File: src/rtl/fir_post_decim_pkg.sv
// fir_post_decim shared types and helpers.
// Widths, clamp limits and the round/shift/saturate function.
package fir_post_decim_pkg;

  localparam int FIR_W = 32;
  localparam int OUT_W = 16;

  localparam logic signed [OUT_W-1:0] SAT_MAX = 16'sh7FFF;
  localparam logic signed [OUT_W-1:0] SAT_MIN = 16'sh8000;

  localparam logic signed [FIR_W:0] SAT_HI = 33'sd32767;
  localparam logic signed [FIR_W:0] SAT_LO = -33'sd32768;

  typedef struct packed {
    logic                    sat;
    logic signed [OUT_W-1:0] data;
  } rq_t;

  // Rounding is done one bit wider than the input so it cannot wrap.
  function automatic rq_t requant(
    input logic signed [FIR_W-1:0] x,
    input int                      shift
  );
    logic signed [FIR_W:0] r;
    logic signed [FIR_W:0] one;
    rq_t o;
    one = '0;
    one[0] = 1'b1;
    r = {x[FIR_W-1], x};
    if (shift > 0) r = r + (one <<< (shift - 1));
    r = r >>> shift;
    o.sat  = 1'b0;
    o.data = r[OUT_W-1:0];
    if (r > SAT_HI) begin
      o.sat  = 1'b1;
      o.data = SAT_MAX;
    end else if (r < SAT_LO) begin
      o.sat  = 1'b1;
      o.data = SAT_MIN;
    end
    return o;
  endfunction

endpackage

File: src/rtl/fir_post_decim_if.sv
// fir_post_decim stream bundle.
// Input samples from the FIR and the valid/ready output stream.
interface fir_post_decim_if;
  import fir_post_decim_pkg::*;

  logic                    in_valid;
  logic signed [FIR_W-1:0] in_data;
  logic                    out_valid;
  logic                    out_ready;
  logic signed [OUT_W-1:0] out_data;

  modport master (
    output in_valid,
    output in_data,
    output out_ready,
    input  out_valid,
    input  out_data
  );

  modport slave (
    input  in_valid,
    input  in_data,
    input  out_ready,
    output out_valid,
    output out_data
  );

endinterface

File: src/rtl/fir_post_decim_sync_fifo.sv
// Small synchronous FIFO with occupancy output.
// Head reads as zero while empty.
module sync_fifo #(
  parameter  int W     = 16,
  parameter  int DEPTH = 4,
  localparam int AW    = $clog2(DEPTH)
) (
  input  logic         clk,
  input  logic         rst_n,
  input  logic         push_i,
  input  logic [W-1:0] data_i,
  input  logic         pop_i,
  output logic [W-1:0] data_o,
  output logic         full_o,
  output logic         empty_o,
  output logic [AW:0]  level_o
);

  logic [W-1:0] mem [DEPTH];
  logic [AW-1:0] wr_q, wr_d;
  logic [AW-1:0] rd_q, rd_d;
  logic [AW:0]   lvl_q, lvl_d;

  // Pointer and occupancy next state.
  always_comb begin
    wr_d  = wr_q;
    rd_d  = rd_q;
    lvl_d = lvl_q;
    if (push_i) wr_d = wr_q + 1'b1;
    if (pop_i)  rd_d = rd_q + 1'b1;
    if (push_i && !pop_i)      lvl_d = lvl_q + 1'b1;
    else if (!push_i && pop_i) lvl_d = lvl_q - 1'b1;
  end

  // Pointer and occupancy registers.
  always_ff @(posedge clk or negedge rst_n) begin
    if (!rst_n) begin
      wr_q  <= '0;
      rd_q  <= '0;
      lvl_q <= '0;
    end else begin
      wr_q  <= wr_d;
      rd_q  <= rd_d;
      lvl_q <= lvl_d;
    end
  end

  // Storage array.
  always_ff @(posedge clk) begin
    if (push_i) mem[wr_q] <= data_i;
  end

  assign full_o  = lvl_q[AW];
  assign empty_o = (lvl_q == '0);
  assign level_o = lvl_q;
  assign data_o  = empty_o ? '0 : mem[rd_q];

endmodule

File: src/rtl/fir_post_decim.sv
// FIR output stage: decimate, requantise to 16 bits, buffer.
// Overflow and drop events are kept in sticky flags.
module fir_post_decim
  import fir_post_decim_pkg::*;
#(
  parameter  int DECIM = 2,
  parameter  int SHIFT = 4,
  parameter  int DEPTH = 4,
  localparam int LW    = $clog2(DEPTH) + 1
) (
  input  logic            clk,
  input  logic            reset_n,
  fir_post_decim_if.slave bus,
  input  logic            clr_flags,
  output logic [LW-1:0]   level,
  output logic            sat_flag,
  output logic            drop_flag,
  output logic [7:0]      drop_cnt
);

  localparam int CW = (DECIM > 1) ? $clog2(DECIM) : 1;
  localparam logic [CW-1:0] CMAX = CW'(DECIM - 1);

  logic [CW-1:0] cnt_q, cnt_d;
  logic          keep;
  rq_t           rq;

  logic                    q_valid_q, q_valid_d;
  logic signed [OUT_W-1:0] q_data_q, q_data_d;

  logic pop, push, drop, full, empty;

  logic       sat_q, sat_d;
  logic       drf_q, drf_d;
  logic [7:0] dcnt_q, dcnt_d;

  assign keep = bus.in_valid && (cnt_q == '0);
  assign rq   = requant(bus.in_data, SHIFT);

  assign q_valid_d = keep;
  assign q_data_d  = rq.data;

  assign bus.out_valid = ~empty;
  assign pop  = bus.out_valid & bus.out_ready;
  assign push = q_valid_q & (~full | pop);
  assign drop = q_valid_q & ~push;

  // Phase counter only moves on accepted input samples.
  always_comb begin
    cnt_d = cnt_q;
    if (bus.in_valid) cnt_d = (cnt_q == CMAX) ? '0 : cnt_q + 1'b1;
  end

  // Sticky flags and drop counter; a clear wins over a set.
  always_comb begin
    sat_d  = sat_q | (keep & rq.sat);
    drf_d  = drf_q | drop;
    dcnt_d = dcnt_q;
    if (drop && dcnt_q != 8'hFF) dcnt_d = dcnt_q + 1'b1;
    if (clr_flags) begin
      sat_d  = 1'b0;
      drf_d  = 1'b0;
      dcnt_d = '0;
    end
  end

  // Phase, stage-1 and flag registers.
  always_ff @(posedge clk or negedge reset_n) begin
    if (!reset_n) begin
      cnt_q     <= '0;
      q_valid_q <= 1'b0;
      q_data_q  <= '0;
      sat_q     <= 1'b0;
      drf_q     <= 1'b0;
      dcnt_q    <= '0;
    end else begin
      cnt_q     <= cnt_d;
      q_valid_q <= q_valid_d;
      q_data_q  <= q_data_d;
      sat_q     <= sat_d;
      drf_q     <= drf_d;
      dcnt_q    <= dcnt_d;
    end
  end

  sync_fifo #(
    .W     (OUT_W),
    .DEPTH (DEPTH)
  ) u_fifo (
    .clk     (clk),
    .rst_n   (reset_n),
    .push_i  (push),
    .data_i  (q_data_q),
    .pop_i   (pop),
    .data_o  (bus.out_data),
    .full_o  (full),
    .empty_o (empty),
    .level_o (level)
  );

  assign sat_flag  = sat_q;
  assign drop_flag = drf_q;
  assign drop_cnt  = dcnt_q;

endmodule

File: src/flat_wrapper.sv
// flat-port wrapper written by rule: the top's interface ports become plain ports
module fir_post_decim_flat import fir_post_decim_pkg::*;
#(
  parameter  int DECIM = 2,
  parameter  int SHIFT = 4,
  parameter  int DEPTH = 4,
  localparam int LW    = $clog2(DEPTH) + 1
)
  (clk, reset_n, clr_flags, level, sat_flag, drop_flag, drop_cnt, bus_in_valid, bus_in_data, bus_out_ready, bus_out_valid, bus_out_data);
  fir_post_decim_if bus_i ();
  input  logic clk;
  input  logic reset_n;
  input  logic clr_flags;
  output logic [LW-1:0] level;
  output logic sat_flag;
  output logic drop_flag;
  output logic [7:0] drop_cnt;
  input wire logic [$bits(bus_i.in_valid)-1:0] bus_in_valid;
  input wire logic [$bits(bus_i.in_data)-1:0] bus_in_data;
  input wire logic [$bits(bus_i.out_ready)-1:0] bus_out_ready;
  output wire logic [$bits(bus_i.out_valid)-1:0] bus_out_valid;
  output wire logic [$bits(bus_i.out_data)-1:0] bus_out_data;
  assign bus_i.in_valid = bus_in_valid;
  assign bus_i.in_data = bus_in_data;
  assign bus_i.out_ready = bus_out_ready;
  assign bus_out_valid = bus_i.out_valid;
  assign bus_out_data = bus_i.out_data;
  fir_post_decim #(.DECIM(DECIM), .SHIFT(SHIFT), .DEPTH(DEPTH)) u_core (.clk(clk), .reset_n(reset_n), .bus(bus_i), .clr_flags(clr_flags), .level(level), .sat_flag(sat_flag), .drop_flag(drop_flag), .drop_cnt(drop_cnt));
endmodule
File: config.mk
export PLATFORM = sky130hd
export DESIGN_NAME = fir_post_decim_flat
export DESIGN_NICKNAME = d
export VERILOG_FILES = /design/src/rtl/fir_post_decim_pkg.sv /design/src/rtl/fir_post_decim_if.sv /design/src/rtl/fir_post_decim_sync_fifo.sv /design/src/rtl/fir_post_decim.sv /design/src/flat_wrapper.sv
export SDC_FILE = /design/constraint.sdc
export NUM_CORES = 1
export LEC_CHECK = 0
export ABC_AREA = 1
export CELL_PAD_IN_SITES_DETAIL_PLACEMENT = 2
export CELL_PAD_IN_SITES_GLOBAL_PLACEMENT = 2
export CORE_MARGIN = 3
export CORE_UTILIZATION = 37
export DETAILED_ROUTE_END_ITERATION = 7
export GPL_TIMING_DRIVEN = 1
export PLACE_DENSITY_LB_ADDON = 0.1
export SLEW_MARGIN = 30
export SYNTH_ARGS = -nofsm -noshare
export SYNTH_HDL_FRONTEND = slang
export SYNTH_SLANG_ARGS = --single-unit
File: constraint.sdc
create_clock -name clk -period 5.3 [get_ports clk]
set_clock_uncertainty 0.05 [all_clocks]
set_input_delay 0.53 -clock clk [delete_from_list [all_inputs] [get_ports clk]]
set_output_delay 0.53 -clock clk [all_outputs]
set_load 0.005 [all_outputs]
==> flow_metrics.py <==
metrics = {
    "critical_path": {
        "cp-end-kind": "output port",
        "r2r_end": "u_core.u_fifo.level_o[1]$_DFFE_PN0P_",
        "crit_path_start_kind": "register",
        "critical-path-max-stage-delay_ns": 0.66,
        "ff2ff_path_depth": 11,
        "cpMaxStageDelayCell": "clkinv_1",
        "cp_data_required_time_ns": 4.72,
        "r2r_slack_ns": 2.35,
        "crit_fanout": 33,
        "crit_chain": "clkinv_1 -> o21ai_0 -> a21oi_1 -> clkdlybuf4s50_1",
        "path_class": "reg2out",
        "regToRegStartpoint": "u_core.u_fifo.level_o[0]$_DFFE_PN0P_",
        "cp_data_arrival_time_ns": 2.48,
    },
    "clocking": {
        "cts_tree": "yes",
        "h-tree-depth": 3,
        "cts_buffer_depth": 2,
        "cts_root_buffer": "clkbuf_16",
        "postCtsHoldBufs": 0,
        "cts_sinks": 99,
        "ctsResizeCount": 0,
        "clk_latency_ns": 0.35,
        "post_cts_buffers": 0,
        "cts_buffers": 9,
        "clk_pin_slew_ns": 0.07,
    },
    "synth": {
        "yosysUniqueCellTypes": 36,
        "synth_area_leaders": "edfxtp_1 39%, dfrtp_1 18%, nor2_1 9.1%",
        "synthCells": 533,
        "ys_seq_area_frac": 0.562,
        "syn_nets": 578,
        "synth_warnings": 0,
        "syn_area_um2": 4980,
        "yosys.area.top_type_share": 0.386,
        "ys_seq_elements": 99,
        "async_flop_share": 0.354,
        "synth_flop_cell": "edfxtp_1",
        "synth-edff-count": 64,
        "synth.avg_cell_area_um2": 9.35,
        "synth_area_leader_cell": "edfxtp_1",
    },
    "cells_and_area": {
        "drive_gt1_frac": 0.106,
        "synthToLayoutAreaGrowth_pct": 22.0,
        "layoutNonFillerInstCount": 773,
        "n_fill_cell": 1423,
        "antenna_cells": 0,
        "final_nets": 641,
    },
    "floorplanning": {
        "ios": 67,
        "die_h_um": 122,
        "start_util": 0.387,
        "coreArea_um2": 12900,
        "num_rows": 41,
        "fp.dieW_um": 122,
        "die_area_um2": 14900,
    },
    "drt": {
        "drt-initial-drc-count": 235,
        "drc": 0,
        "vias": 3956,
        "dr.pass1.iters": 6,
        "wl_um": 15100,
        "drtAntennaViolNets": 0,
        "vias_per_cell": 5.12,
        "wire_per_inst_um": 19.6,
    },
    "worst_hold_path": {
        "worstHoldPathType": "in2async",
    },
    "job": {
        "drv_cap": 0,
    },
    "global_route": {
        "grt_pass1_wl_um": 23500,
        "grt_overflow": 0,
        "grt_pass1_vias": 4376,
        "track_usage": 0.211,
        "antenna_found_initial": 0,
        "grt_max_degree": 36,
    },
    "timing": {
        "slew_headroom": 0.414,
        "worstMarginPinSlew_ns": 0.878,
        "setup_viol": 0,
        "hold_violations": 0,
        "min_period_over_period": 0.577,
        "fmax_ghz": 0.327,
        "grt_setup_unrepaired": "false",
        "period_minus_slack_ns": 3.06,
        "tns_ns": 0,
        "slew_viol_final": 0,
        "whs_ns": 0.249,
    },
    "power_and_ir_drop": {
        "power_mw": 2.58,
        "p_per_area_nw_per_um2": 424,
        "cellLeakagePower_nw": 2.32,
        "ir_drop_mv": 0.164,
    },
    "place": {
        "hpwl_um": 11100,
        "finalWeightedCongestion": 0.806,
        "io_buffer_count": 63,
        "placedCellCount": 757,
    },
    "run_status": {
        "status": "finished clean",
    },
}
[cell usage after synthesis (5+ instances only)]
master	count
nor3_1	5
clkbuf_1	11
nand3b_1	8
nor2_1	121
nand3_1	13
xnor2_1	10
inv_1	29
o21ai_2	10
a21oi_1	25
ha_1	7
edfxtp_1	64
o21ai_0	39
xor2_1	9
nand2_1	104
dfrtp_1	35
inv_2	6
nor2_4	5
nand2_2	7
[final cells by class]
class | count | area, um^2 | area share
Timing Repair Buffer | 66 | 648 | 0.107
Sequential cell | 99 | 2800 | 0.460
Clock inverter | 7 | 57.6 | 0.00947
Clock buffer | 9 | 225 | 0.0371
Inverter | 35 | 131 | 0.0216
Multi-Input combinational cell | 385 | 2000 | 0.330
Tap cell | 172 | 215 | 0.0354
[per-layer routing]
layer | vias to the layer above | global-route usage | share of wire
met5 | - | 0 | 0
li1 | 1875 | - | -
met3 | 22 | 0.0376 | 0.031
met4 | 0 | 0.0686 | 0.025
met1 | 1985 | 0.234 | 0.40
met2 | 74 | 0.403 | 0.54
[how the worst max path moves through the flow]
stage | from | to | slack, ns
6_report | u_core.u_fifo.rd_q[0]$_DFFE_PN0P_ | bus_out_data[15] | 2.24
5_1_grt | u_core.u_fifo.rd_q[0]$_DFFE_PN0P_ | bus_out_data[6] | 1.99
4_1_cts | u_core.u_fifo.rd_q[0]$_DFFE_PN0P_ | bus_out_data[10] | 2.18
3_5_place_dp | bus_in_data[3] | u_core.sat_flag$_DFF_PN0_ | 2.05
3_3_place_gp | bus_in_data[4] | u_core.sat_flag$_DFF_PN0_ | 2.22
2_1_floorplan | u_core.u_fifo.level_o[0]$_DFFE_PN0P_ | u_core.u_fifo.level_o[1]$_DFFE_PN0P_ | 2.90
[registers in the layout, summed over array words and instances (netlist names), 2 cells and up]
register,count
u_core.drop_cnt,8
u_core.u_fifo.level_o,3
u_core.u_fifo.mem,64
u_core.u_fifo.wr_q,2
u_core.u_fifo.rd_q,2
u_core.q_data_q,16
[cells in the final DEF, fill, tap and decap left out, drive strengths merged, types with 10 or more instances in the layout]
master,netlist,routed
nand3,13,13
edfxtp,64,64
a21oi,25,25
nand2,114,114
xnor2,10,10
dfrtp,35,35
o21ai,49,49
inv,35,38
nor2,131,131
xor2,10,10
clkdlybuf4s50,0,62
[worst max-delay path, delay by kind of cell (launching register included)]
family / cells / cell delay (ns)
buf+inv: 2 / 1.12
compound gates: 2 / 0.64
flops: 1 / 0.36
[cell families after synthesis]
family,Yosys count,synth area share
fa+ha+maj,8,0.0216
xor+xnor,20,0.0367
flops,99,0.562
mux,1,0.00226
simple gates,278,0.248
compound gates,78,0.0876
buf+inv,49,0.0424
[per-stage QoR]
stage           util  setup slack, ns  cell area [um^2]
2_1_floorplan      -             2.90              4980
6_report       0.472             2.24              6080
5_1_grt        0.472             1.99              6080
3_5_place_dp   0.449             2.05              5780
3_3_place_gp   0.449             2.22              5780
4_1_cts        0.471             2.18              6060
[where the power goes]
part	switching (mW)	total [mW]	internal, mW
registers	0.0672	1.01	0.938
logic	0.534	0.947	0.413
clock network	0.298	0.624	0.326
total	0.899	2.58	1.68
(Power assumes the default switching activity.)
==> edit, RTL diff (same settings) <==
`q_data_q` no longer has a reset.
--- a/src/rtl/fir_post_decim.sv
+++ b/src/rtl/fir_post_decim.sv
@@ -69,18 +69,20 @@
     if (!reset_n) begin
       cnt_q     <= '0;
       q_valid_q <= 1'b0;
-      q_data_q  <= '0;
       sat_q     <= 1'b0;
       drf_q     <= 1'b0;
       dcnt_q    <= '0;
     end else begin
       cnt_q     <= cnt_d;
       q_valid_q <= q_valid_d;
-      q_data_q  <= q_data_d;
       sat_q     <= sat_d;
       drf_q     <= drf_d;
       dcnt_q    <= dcnt_d;
     end
+  end
+
+  always_ff @(posedge clk) begin
+    q_data_q <= q_data_d;
   end
 
   sync_fifo #(
Check against the original RTL: no difference found for any inputs over 10 cycles, from zero or initial values and one cycle with reset_n low; that may be too few to reach the edited logic, so the function may still have changed.
==> edit against the unedited design <==
Worst setup slack got worse by 0.39 ns. Clock power fell by 0.8%. Total power fell by 1.7%. Register-to-register slack improved by 0.21 ns. Wire length fell by 5.8%. Sequential cell count did not move. Design area fell by 2.7%. Final cell count rose by 1.8%. Utilization fell by 0.52 points. Die area fell by 2.9%. Synthesized area fell by 3.1%. Critical path type unchanged. Largest power group unchanged.
==> edit: results (changes against the unedited design) <==
critical_path:
  crit_fanout: 18  # -45%
  cp_data_arrival_time_ns: 2.87  # +0.39 ns
clock_tree:
  cts_buffers: 9  # unchanged
  clk_latency_ns: 0.34
  cts_resized: 0  # unchanged
  post_cts_buffers: 0  # unchanged
grt:
  track_usage: 0.201  # -0.0100
  grt_pass1_vias: 4320  # -1.3%
  grt_max_degree: 34  # -5.6%
  grt_pass1_wl_mm: 22.6  # -3.6%
logic_synthesis:
  synth.avg_cell_area_sq_um: 8.80  # -5.9%
  synth_ff_type: "edfxtp_1"
  yosysWarnings: 0  # unchanged
  synthDistinctLibCells: 34  # -5.6%
  synthMuxAreaShare: 0.00233  # +0.0000714
  synth_adder_area_share: 0.0223  # +0.000683
  synth-seq-area-share: 0.563  # +0.00117
  synth_fp_nets: 594  # +2.8%
  yosys-top-cells-area: "edfxtp_1 (40%), nor2_1 (10%), nand2_1 (9.9%)"
  synth_compound_area_frac: 0.0738  # -0.0138
  synth_common_cells: "nor2_1 (130), nand2_1 (128), edfxtp_1 (64)"
  synthArstFlopShare: 0.192  # -0.162
  synth_xor_area_frac: 0.0272  # -0.00946
drt:
  routedWlPerCell_um: 18.1  # -7.5%
  avgViaCountPerCell: 5.01  # -2.1%
  first_pass_iters: 4  # -2
  routed_wl_mm: 14.2  # -5.8%
  drtIter0Drc: 135  # -43%
timing:
  setup_tns_ns: 0  # unchanged
  slew_headroom: 0.388  # -0.0267
status:
  outcome: "finished clean"
placement:
  dp_slack_ns: 2.12  # +0.0659 ns
  io_buffer_count: 63  # unchanged
  place_hpwl_mm: 10.5  # -5.9%
  dp.cells: 771  # +1.8%
  routabilityCongestion: 0.754  # -6.4%
cells_and_area:
  antenna_cells: 0  # unchanged
  drive_gt1_frac: 0.0634  # -0.0431
  finalNetCount: 655  # +2.2%
pwr:
  vdd_drop_max_mv: 0.154  # -6.2%
  internal_power_mw: 1.68  # +0.15%
  static-leakage-power_nw: 2.33  # +0.78%
worst_hold_path:
  worst_hold_path_type: "in -> async"
[edit: changes by cell type after synthesis, sizes merged, moves of 3 or more]
| cell | change |
|---|---|
| nor3 | -3 |
| inv | +5 |
| xnor2 | -5 |
| nor2 | +7 |
| nand3 | +3 |
| dfrtp | -16 |
| dfxtp | +16 |
| o21ai | -11 |
| nand2 | +20 |
[edit: final cells by class]
type / instances / area [sq um]
inverter: 40 / 150
tap: 172 / 215
fill: 1420 / 6760
multi-input combinational: 396 / 1920
sequential: 99 / 2720
clock buffer: 12 / 256
clock inverter: 4 / 26.3
timing repair buffer: 64 / 633
[edit: stage by stage]
stage,area [sq um],utilization
after global routing,5920,0.467
after floorplan,4830,-
after detailed placement,5620,0.443
after global placement,5620,0.443
final,5920,0.467
after CTS,5900,0.466
[edit: logic make-up after synthesis]
kind of cell             Yosys count
AND/OR/NAND/NOR                  304
flip-flops                        99
AO/OA/AOI/OAI                     68
buffers and inverters             54
XOR/XNOR                          15
adder cells (fa/ha/maj)            8
multiplexers                       1
[edit: power by group through the flow]
stage	Combinational [mW]	Sequential (mW)	Clock, mW
2_1_floorplan	0.470	0.990	0
3_5_place_dp	0.887	1.04	0
6_report	0.893	1.02	0.619
4_1_cts	0.904	1.02	0.632
5_1_grt	0.994	1.03	0.665
3_3_place_gp	0.819	1.02	0
[edit: critical path: stages (launching register included)]
cell	delay, ns
dfrtp_1	0.82
inv_1	0.53
nor2_1	0.24
o21ai_0	0.11
a21oi_1	0.25
clkdlybuf4s50_1	0.55
[edit: final timing paths]
check	start	endpoint	slack, ns	cells past startpoint
worst max-delay path	u_core.u_fifo.rd_q[1]$_DFFE_PN0P_	bus_out_data[14]	1.85	5
worst min-delay path	reset_n	u_core.u_fifo.rd_q[1]$_DFFE_PN0P_	0.09	1
worst max register to register	u_core.u_fifo.level_o[0]$_DFFE_PN0P_	u_core.u_fifo.level_o[1]$_DFFE_PN0P_	2.56	10
worst min register to register	u_core.cnt_q$_DFFE_PN0P_	u_core.q_valid_q$_DFF_PN0_	0.42	1
max in group asynchronous	reset_n	u_core.drop_cnt[2]$_DFFE_PN0P_	4.78	1
min in group clk	u_core.cnt_q$_DFFE_PN0P_	u_core.q_valid_q$_DFF_PN0_	0.42	1
[edit: metal layers]
| layer | GRT usage | wire (um) |
|---|---|---|
| met1 | 0.239 | 6040 |
| met2 | 0.377 | 7690 |
| met3 | 0.0341 | 352 |
| met4 | 0.0475 | 162 |
| met5 | 0 | 0 |
